[src/rtl/tt_um_count_seq.sv]
// tt_um_count_seq: command-driven prescaled counter sequencer; COUNT_SEQ_AUTORELOAD_EN selects free-running reload mode
module tt_um_count_seq (
  input  logic       clk,
  input  logic       rst_n,
  input  logic       ena,
  input  logic [7:0] ui_in,
  input  logic [7:0] uio_in,
  output logic [7:0] uo_out,
  output logic [7:0] uio_out,
  output logic [7:0] uio_oe
);
  localparam logic [1:0] IDLE = 2'd0;
  localparam logic [1:0] RUN  = 2'd1;
  localparam logic [1:0] DONE = 2'd2;
  localparam logic [1:0] LOAD_START = 2'b00;
  localparam logic [1:0] LOAD_LIMIT = 2'b01;
  localparam logic [1:0] GO         = 2'b10;
  localparam logic [1:0] LOAD_DIV   = 2'b11;
  logic [7:0] count, start, limit, div, pre;
  logic [1:0] state;
  logic       done, tick;
  logic       cmd_valid, stop, cmd_ready, busy;
  logic [1:0] cmd;
  logic       unused;
  assign cmd_valid = uio_in[0];
  assign cmd       = uio_in[2:1];
  assign stop      = uio_in[3];
  assign unused    = ^{ena, uio_in[7:4]};
  assign busy      = state == RUN;
  assign cmd_ready = !busy;
  assign uo_out    = count;
  assign uio_out   = {tick, done, busy, cmd_ready, 4'b0000};
  assign uio_oe    = 8'hF0;
  // command decode in IDLE/DONE, prescaled stepping and abort in RUN
  always_ff @(posedge clk or negedge rst_n) begin
    if (!rst_n) begin
      count <= 8'h00;
      start <= 8'h00;
      limit <= 8'hFF;
      div   <= 8'h00;
      pre   <= 8'h00;
      state <= IDLE;
      done  <= 1'b0;
      tick  <= 1'b0;
    end else begin
      tick <= 1'b0;
`ifdef COUNT_SEQ_AUTORELOAD_EN
      done <= 1'b0;
`endif
      if (busy) begin
        if (stop) begin
          state <= IDLE;
          pre   <= 8'h00;
        end else if (pre == div) begin
          pre <= 8'h00;
          if (count == limit) begin
`ifdef COUNT_SEQ_AUTORELOAD_EN
            count <= start;
            tick  <= 1'b1;
            done  <= 1'b1;
`else
            state <= DONE;
            done  <= 1'b1;
`endif
          end else begin
            count <= count + 8'd1;
            tick  <= 1'b1;
          end
        end else begin
          pre <= pre + 8'd1;
        end
      end else if (cmd_valid) begin
        done <= 1'b0;
        case (cmd)
          LOAD_START: begin
            start <= ui_in;
            state <= IDLE;
          end
          LOAD_LIMIT: begin
            limit <= ui_in;
            state <= IDLE;
          end
          LOAD_DIV: begin
            div   <= ui_in;
            state <= IDLE;
          end
          GO: begin
            count <= start;
            pre   <= 8'h00;
            state <= RUN;
          end
          default: state <= IDLE;
        endcase
      end
    end
  end
endmodule

[config.mk]
export PLATFORM = sky130hd
export DESIGN_NAME = tt_um_count_seq
export DESIGN_NICKNAME = d
export VERILOG_FILES = /design/src/rtl/tt_um_count_seq.sv
export SDC_FILE = /design/constraint.sdc
export NUM_CORES = 1
export LEC_CHECK = 0
export ABC_CLOCK_PERIOD_IN_PS = 2800
export BUFFER_PORTS_ARGS = -buffer_cell sky130_fd_sc_hd__buf_2
export CAP_MARGIN = 20
export CORE_ASPECT_RATIO = 1.25
export CORE_MARGIN = 2
export CORE_UTILIZATION = 45
export CTS_CLUSTER_SIZE = 24
export DETAILED_ROUTE_END_ITERATION = 16
export GPL_ROUTABILITY_DRIVEN = 0
export PLACE_DENSITY = 0.68
export SETUP_SLACK_MARGIN = 0.15
export SLEW_MARGIN = 20
export SYNTH_ARGS = -nofsm -noshare
export SYNTH_HDL_FRONTEND = slang
export SYNTH_SLANG_ARGS = --single-unit
[constraint.sdc]
create_clock -name clk -period 2.8 [get_ports clk]
set_input_delay 0.14 -clock clk [delete_from_list [all_inputs] [get_ports clk]]
set_output_delay 0.14 -clock clk [all_outputs]
set_load 0.02 [all_outputs]
; Word level (Yosys, flattened, before mapping)
; Index checks and enable logic that the tools add are counted.
[totals]
regBits = 44
latchBits = 0
mem_bits_rw = 0
romBits = 0
in_bits = 19
out_inout_bits = 24
word_cells = 61
n_memories = 0
[classes]
n_addsub = 2
multipliers = 0
n_div = 0
order_cmp = 0
eq_ne = 12
shifts = 0
muxes = 26
bitwise_logic = 1
n_reduce_logical = 12
[ops]
columns = cell, n
row1 = 8-bit two-way mux, 11
row2 = 8-bit by 1-bit adder with 8-bit output (second input constant), 2
row3 = 8-bit == test, 2
row4 = 3-bit AND reduction, 4
row5 = 2-bit two-way mux, 5
row6 = 1-bit two-way mux, 9
row7 = 3-bit by 2-bit != test with 1-bit output (second input constant), 2
row8 = 5-bit AND reduction, 1
row9 = 2-bit by 1-bit == test with 1-bit output (second input constant), 2
row10 = 2-bit == test (second input constant), 2
row11 = 2-bit by 1-bit != test with 1-bit output (second input constant), 2
row12 = 2-bit != test (second input constant), 2
row13 = 2-bit case mux with 2 select lines, 1
row14 = 4-bit AND reduction, 1
row15 = 2-bit nonzero test, 2
row16 = 3-bit OR reduction, 1
row17 = 2-bit logical NOT, 1
row18 = 2-bit AND reduction, 1
row19 = 1-bit logical NOT, 1
row20 = 1-bit inverter, 1

; Logic depth before layout (Yosys ltp)
; Gate-level depths: netlist of run 1.
[logic_depth]
word_depth = 5
ltp_mapped = 7
mapped_depth_nobuf = 6

; Worst setup path before layout of run 1
; Ideal clock, no wire load.
[synth_path]
kind = register -> register
startpoint = register count[3] (netlist: uo_out[3])
endpoint = register count[4] (netlist: uo_out[4])
setup_ns = 0.123
arrival_ns = 1.725
required_ns = 2.677
setup_slack_ns = 0.953
path_stages_with_launch = 7
path_buffers = 1
period_less_slack_ns = 1.847
cell_sequence = dfrtp_1 buf_2 xor2_1 nor4_1 and2_1 o21ai_0 o221a_2
[synth_between]
elab_chain_len = 5
elab_cells_between_ends = 8
classes_between = 1 x add/sub / 2 x eq/ne / 4 x mux / 1 x reduce/logical
[synth_lines]
columns = element, line_no
row1 = start: declaration, 19  ; logic [7:0] count, start, limit, div, pre;
row2 = start signal: assignment, 66  ; count <= count + 8'd1;
row3 = start signal: assignment, 88  ; count <= start;
row4 = 8-bit by 1-bit adder with 8-bit output, 66
row5 = 8-bit two-way mux, 56  ; if (count == limit) begin
row6 = 8-bit two-way mux, 54  ; end else if (pre == div) begin
row7 = 8-bit two-way mux, 51  ; if (stop) begin
row8 = 8-bit two-way mux, 50  ; if (busy) begin
; Several ways; a longest one is shown, not always the timed one. The select of a mux whose other input is x is not followed.
; A chain may end at the register's enable or synchronous reset.

; Worst setup path after layout of run 1
[layout_path]
startpoint = register pre[3]
endpoint = register count[7] (netlist: uo_out[7])
[layout_between]
elab_chain_len = 3
[layout_lines]
columns = element, line_no
row1 = start: declaration, 19
row2 = start signal: assignment, 70  ; pre <= pre + 8'd1;
row3 = 8-bit == test, 54
row4 = 2-bit by 1-bit != test with 1-bit output (no line), n/a
row5 = 5-bit AND reduction (no line), n/a
; No other way between the ends.

==> results of run 1 <==
per-layer routing:
layer | share of wire (%) | GRT usage [%] | vias to the layer above
met5 | 0 | 0 | -
met4 | 1.6 | 7.487 | 0
met3 | 3.4 | 3.979 | 6
met2 | 53 | 29.98 | 41
met1 | 42 | 21.66 | 799
li1 | - | - | 780
sequential cells by signal, summed over array words and instances (netlist names):
register	cells
div	8
done	1
limit	8
pre	8
start	8
state	2
tick	1
uo_out	8
per-stage QoR:
stage / total power, mW / worst slack, ns / util (%) / area (µm²)
CTS: 2.423 / 0.8011 / 50.71 / 2576
finish: 2.403 / 0.8136 / 50.71 / 2576
detailed placement: 1.942 / 0.8247 / 48.60 / 2469
global route: 2.566 / 0.5890 / 50.71 / 2576
floorplan: 1.723 / 0.9528 / - / 2395
global placement: 1.916 / 0.8341 / 48.60 / 2469
cell type report:
class / instances / area, µm² / share of cell area [%]
Sequential cell: 44 / 1111 / 43.13
Clock inverter: 2 / 35.03 / 1.360
Tap cell: 62 / 77.57 / 3.011
Inverter: 4 / 15.01 / 0.5828
Multi-Input combinational cell: 151 / 1125 / 43.66
Timing Repair Buffer: 27 / 140.1 / 5.440
Clock buffer: 6 / 72.57 / 2.817
placed cells by master (no fill, tap or decap), types with 6 or more instances in the layout:
master,instances
dfrtp_1,36
mux2_2,25
buf_2,25
xor2_1,17
nand2_1,12
conb_1,12
nor2_1,10
a21oi_1,8
dfstp_2,8
nand2b_1,6
worst max path at each step:
stage	cells after the start	slack, ns	end	startpoint
3_5_place_dp	5	0.82	uo_out[7]	pre[3]
2_1_floorplan	6	0.95	uo_out[4]	uo_out[3]
5_1_grt	6	0.59	uo_out[2]	uo_out[3]
4_1_cts	5	0.80	uo_out[7]	pre[3]
3_3_place_gp	5	0.83	uo_out[4]	uo_out[3]
6_report	5	0.81	uo_out[7]	pre[3]
cells by family (layout without fill, tap and decap cells):
logic type               Yosys count  after routing  share of synthesized area, %
buffers and inverters             25             39                         6.741
multiplexers                      25             25                         11.94
AND/OR/NAND/NOR                   58             58                         14.92
AO/OA/AOI/OAI                     36             36                         11.20
XOR/XNOR                          18             18                         6.688
adder cells (fa/ha/maj)            2              2                         1.061
flip-flops                        44             44                         47.13
other                              2             12                        0.3186
where the power goes:
part           total (mW)  internal [mW]  switching, mW
sequential           1.11          0.894          0.219
combinational       0.808          0.370          0.438
clock               0.481          0.265          0.216
total                2.40           1.53          0.874
==> metrics.csv, run 1 <==
metric,value,unit
track_usage,17.89,%
path_max_fanout,7,
start_kind,flop,
std_cell_rows,29,
maxSlewHeadroom,34.54,%
max_stage_delay,0.45,ns
worst_ep_required_time,2.99,ns
cp.arrival,2.18,ns
fillers,485,
cts_tree,done,
hpwl,3497,µm
hold_viol,6,
synth_edf_count,0,
worstHoldPathType,primary input to async pin,
via_per_inst,5.493,
failed_checks,hold timing,
final_max_slew_viol_count,0,
cts.sinks,44,
r2r_cells,5,
ctsHoldBuffers,0,
die_x,68.74,µm
setup_viol,0,
synth.most_common_cell,dfrtp_1,
synth_area_leaders,"dfrtp_1 38%, mux2_2 12%, dfstp_2 8.9%",
synthToLayoutAreaGrowth,9.289,%
via_count,1626,
worst_path_max_delay_cell,nor4_4,
antenna_found_initial,0,
cts.htree.levels,2,
drive_gt1_share,32.05,%
peakVddDrop,0.3128,mV
cp_cell_sequence,xor2_1 > nor4_4 > nand3_4 > or3_1 > a32o_1,
firstDrtPassIters,4,
clk_latency,0.30,ns
rrSetupSlack,0.81,ns
min_period,1.986,ns
setup_tns,0,ns
cts.path.max_buffers,2,
root_buffer,clkbuf_8,
fmax,503.4,MHz
die_h,84.92,µm
powerDensity,932.8,mW/mm²
cp_top_family,simple AND/OR/NAND/NOR gates,
drtAntennaViolNets,0,
ys_top_cells_by_count,"36 x dfrtp_1, 25 x mux2_2, 17 x xor2_1, 16 x buf_4, 12 x nand2_1",
reg2reg_from,pre[3],
antenna_cells,0,
drc,0,
ys_ff_latch,44,
start_util,46.40,%
cts_setup_buffers,0,
cap_violations,0,
syn_area,0.002357,mm²
crit_type,flop to flop,
clk_pin_slew,0.08,ns
io_pins,43,
nets,254,
synth_top_area_share,38.22,%
async_flop_share,100.0,%
drt_iter0_markers,112,
finalWirelength,4663,µm
dp_cells,288,
core,0.005080,mm²
grt_first_pass_wirelength,7831,µm
skew,0.007622,ns
fin_hold_ws,-0.01707,ns
worst-slew-pin-transition,0.9819,ns
die-area,0.005837,mm²
fin_crit_sh,70.94,%
status,"finished, violations left",
ys_warn_count,0,
synth_cell_types,42,
ys_seq_area_share,47.13,%
grt_max_degree,45,
worstReg2RegEnd,uo_out[7],
syn_area_per_cell,11.23,µm²
grt_pass1_vias,1648,
wl_per_cell,15.75,µm
endpoint_kind,flop,
rsz0062_at_grt,no,
portBuffers,25,
leakage,1.170,nW
syn_inst,210,
path_buf_inv,0,
yosys.area.top_type,dfrtp_1,
synthFlopType,dfrtp_1,
numCtsBuffers,5,
fin_cells,296,
ctsResizeCount,0,
gr-total-overflow,0,
Power figures use the tool's default switching activity.
==> run 2: changes to the inputs <==
ABC_AREA = 1   (was default)
ABC_CLOCK_PERIOD_IN_PS = 2050   (was 2800)
PLACE_DENSITY = 0.67   (was 0.68)
clock period = 2.05 ns   (was 2.8 ns; I/O delays follow)
==> run 2 against run 1 <==
Against the previous run: the flow now finishes without violations; synthesized cell count is 85% higher; sequential share of layout area shrank 6.9 points; worst setup slack worse by 0.47 ns; critical path type unchanged.
==> metrics.csv, run 2 <==
metric,value,unit,change
synthFlopType,dfrtp_1,,
peakVddDrop,0.6058,mV,+94%
start_util,47.13,%,+0.72 points
hold_viol,0,,-6
track_usage,18.71,%,+0.82 points
ys_ff_latch,44,,unchanged
yosys.area.top_type,dfrtp_1,,
final_cell_area,0.003065,mm²,+19%
ys_warn_count,0,,unchanged
mostFrequentLayoutCell,nand2_1,,
status,"finished, final reports clean",,
dp_cells,484,,+68%
fillers,587,,+21%
synth_area_leaders,"dfrtp_1 33%, nand2_1 18%, dfstp_2 7.6%",,
root_buffer,clkbuf_8,,
powerDensity,1231,mW/mm²,+32%
reg2reg_from,state[1],,
fin_cells,493,,+67%
die_x,74.05,µm,+7.7%
cts.path.max_buffers,2,,unchanged
drive_gt1_share,19.95,%,-12 points
cts.htree.levels,2,,unchanged
endpoint_kind,flop,,
cp.arrival,1.90,ns,-0.28 ns
io_pins,43,,unchanged
firstDrtPassIters,4,,unchanged
drtAntennaViolNets,0,,unchanged
via_count,2259,,+39%
synth.most_common_cell,nand2_1,,
synth_top_area_share,32.64,%,-5.6 points
grt_pass1_vias,2065,,+25%
clk_pin_slew,0.09,ns,about the same
whs_path_depth,3,,
worst_ep_required_time,2.25,ns,-0.74 ns
hpwl,4345,µm,+24%
holdCritStartpoint,ui_in[4],,
std_cell_rows,31,,+6.9%
synthToLayoutAreaGrowth,11.06,%,
cts_tree,done,,
die_h,91.56,µm,+7.8%
ys_seq_area_share,40.25,%,-6.9 points
wl_met3,193,µm,+21%
drt_iter0_markers,90,,-20%
core,0.005857,mm²,+15%
fmax,586.7,MHz,+17%
fin_crit_sh,83.15,%,+12 points
min_period,1.705,ns,-0.2818 ns
die-area,0.006780,mm²,+16%
gr-total-overflow,0,,unchanged
synth_cell_types,29,,-31%
multiInputGateArea,0.001303,mm²,+16%
rrSetupSlack,0.35,ns,-0.47 ns
portBuffers,25,,unchanged
grt_max_degree,45,,unchanged
wl_per_cell,11.63,µm,-26%
cp_cell_sequence,inv_2 > nand2_2 > inv_4 > nand2_2 > a21oi_4 > nand3_4 > nand2_1 > nand2_1,,
skew,0.003978,ns,-0.003644 ns
rsz0062_at_grt,no,,
r2r_cells,8,,+3
syn_area,0.002760,mm²,+17%
path_max_fanout,17,,+10
place_area,0.002897,mm²,+17%
worstHoldPathType,primary input to flop,,
final_max_slew_viol_count,0,,unchanged
async_flop_share,100.0,%,unchanged
worstReg2RegEnd,uo_out[1],,
leakage,1.641,nW,+40%
syn_inst,388,,+85%
nets,431,,+70%
via_per_inst,4.582,,-17%
clk_latency,0.30,ns,about the same
routed.top_layer,met4,,
drc,0,,unchanged
syn_area_per_cell,7.114,µm²,-37%
grt_first_pass_wirelength,9804,µm,+25%
final_cell_mix,"135 x nand2_1, 48 x inv_1, 36 x dfrtp_1, 25 x buf_2",,
setup_tns,0,ns,unchanged
wirelength_met1,2656,µm,+35%
cts.sinks,44,,unchanged
setup_viol,0,,unchanged
antenna_found_initial,0,,unchanged
antenna_cells,0,,unchanged
cts_setup_buffers,0,,unchanged
crit_type,flop to flop,,
cap_violations,0,,unchanged
ys_top_cells_by_count,"135 x nand2_1, 48 x inv_1, 36 x dfrtp_1, 22 x nand3_1, 22 x nor2_1",,
max_stage_delay,0.40,ns,-0.05 ns
min_to,limit[4],,
start_kind,flop,,
numCtsBuffers,5,,unchanged
synth_edf_count,0,,unchanged
register_area,0.001111,mm²,unchanged
finalWirelength,5733,µm,+23%
routed-wl-met2,2830,µm,+15%
worst_path_max_delay_cell,dfrtp_1,,
## run 2: cells by family (layout without fill, tap and decap cells)
group           count (synthesis)  after routing  synth area share (%)
simple gates                  207            207                 34.13
flops                          44             44                 40.25
other cells                     2             12                0.2721
fa+ha+maj                       2              2                0.9065
xor+xnor                        8              8                 2.539
compound gates                 41             41                 7.979
buf+inv                        84             97                 13.92
## run 2: worst max-delay path by stage
stage	startpoint	endpoint
3_5_place_dp	state[1]	uo_out[1]
2_1_floorplan	uo_out[2]	uo_out[0]
4_1_cts	state[1]	uo_out[1]
5_1_grt	state[1]	uo_out[2]
6_report	state[1]	uo_out[1]
3_3_place_gp	state[1]	uo_out[0]
## run 2: routing by layer
| metal | vias to the layer above | global-route usage, % |
|---|---|---|
| li1 | 1193 | - |
| met1 | 1023 | 25.40 |
| met2 | 39 | 30.21 |
| met3 | 4 | 3.663 |
| met4 | 0 | 4.697 |
| met5 | - | 0 |
## run 2: layout make-up
type | count | area share (%)
Multi-Input combinational cell | 270 | 42.49
Tap cell | 82 | 3.347
Inverter | 62 | 7.673
Sequential cell | 44 | 36.25
Timing Repair Buffer | 27 | 5.061
Clock inverter | 3 | 2.939
Clock buffer | 5 | 2.245
## run 2: worst max-delay path, delay by kind of cell (launching register included)
| family | cells | cell delay [ns] |
|---|---|---|
| simple gates | 5 | 0.59 |
| flops | 1 | 0.40 |
| compound gates | 1 | 0.29 |
| buf+inv | 2 | 0.31 |
## run 2: per-stage QoR
stage / power, mW / hold slack, ns / worst slack (ns) / utilization (%)
2_1_floorplan: 2.544 / -0.1931 / 0.6385 / -
3_3_place_gp: 2.829 / 0.09569 / 0.4100 / 49.46
3_5_place_dp: 2.871 / 0.1013 / 0.3663 / 49.46
4_1_cts: 3.807 / 0.04947 / 0.3351 / 52.34
5_1_grt: 4.081 / 0.05751 / 0.2121 / 52.34
6_report: 3.772 / 0.05473 / 0.3454 / 52.34
## run 2: where the power goes
| group | leakage, nW | internal, mW | switching (mW) |
|---|---|---|---|
| Clock | 0.0784 | 0.610 | 0.317 |
| Combinational | 1.01 | 0.506 | 0.917 |
| Sequential | 0.551 | 1.14 | 0.279 |
## run 2: what timing repair did
action,CTS,global route
hold endpoints to repair,36,0
gates resized for setup,0,0
setup endpoints to repair,0,0
hold buffers,1,0
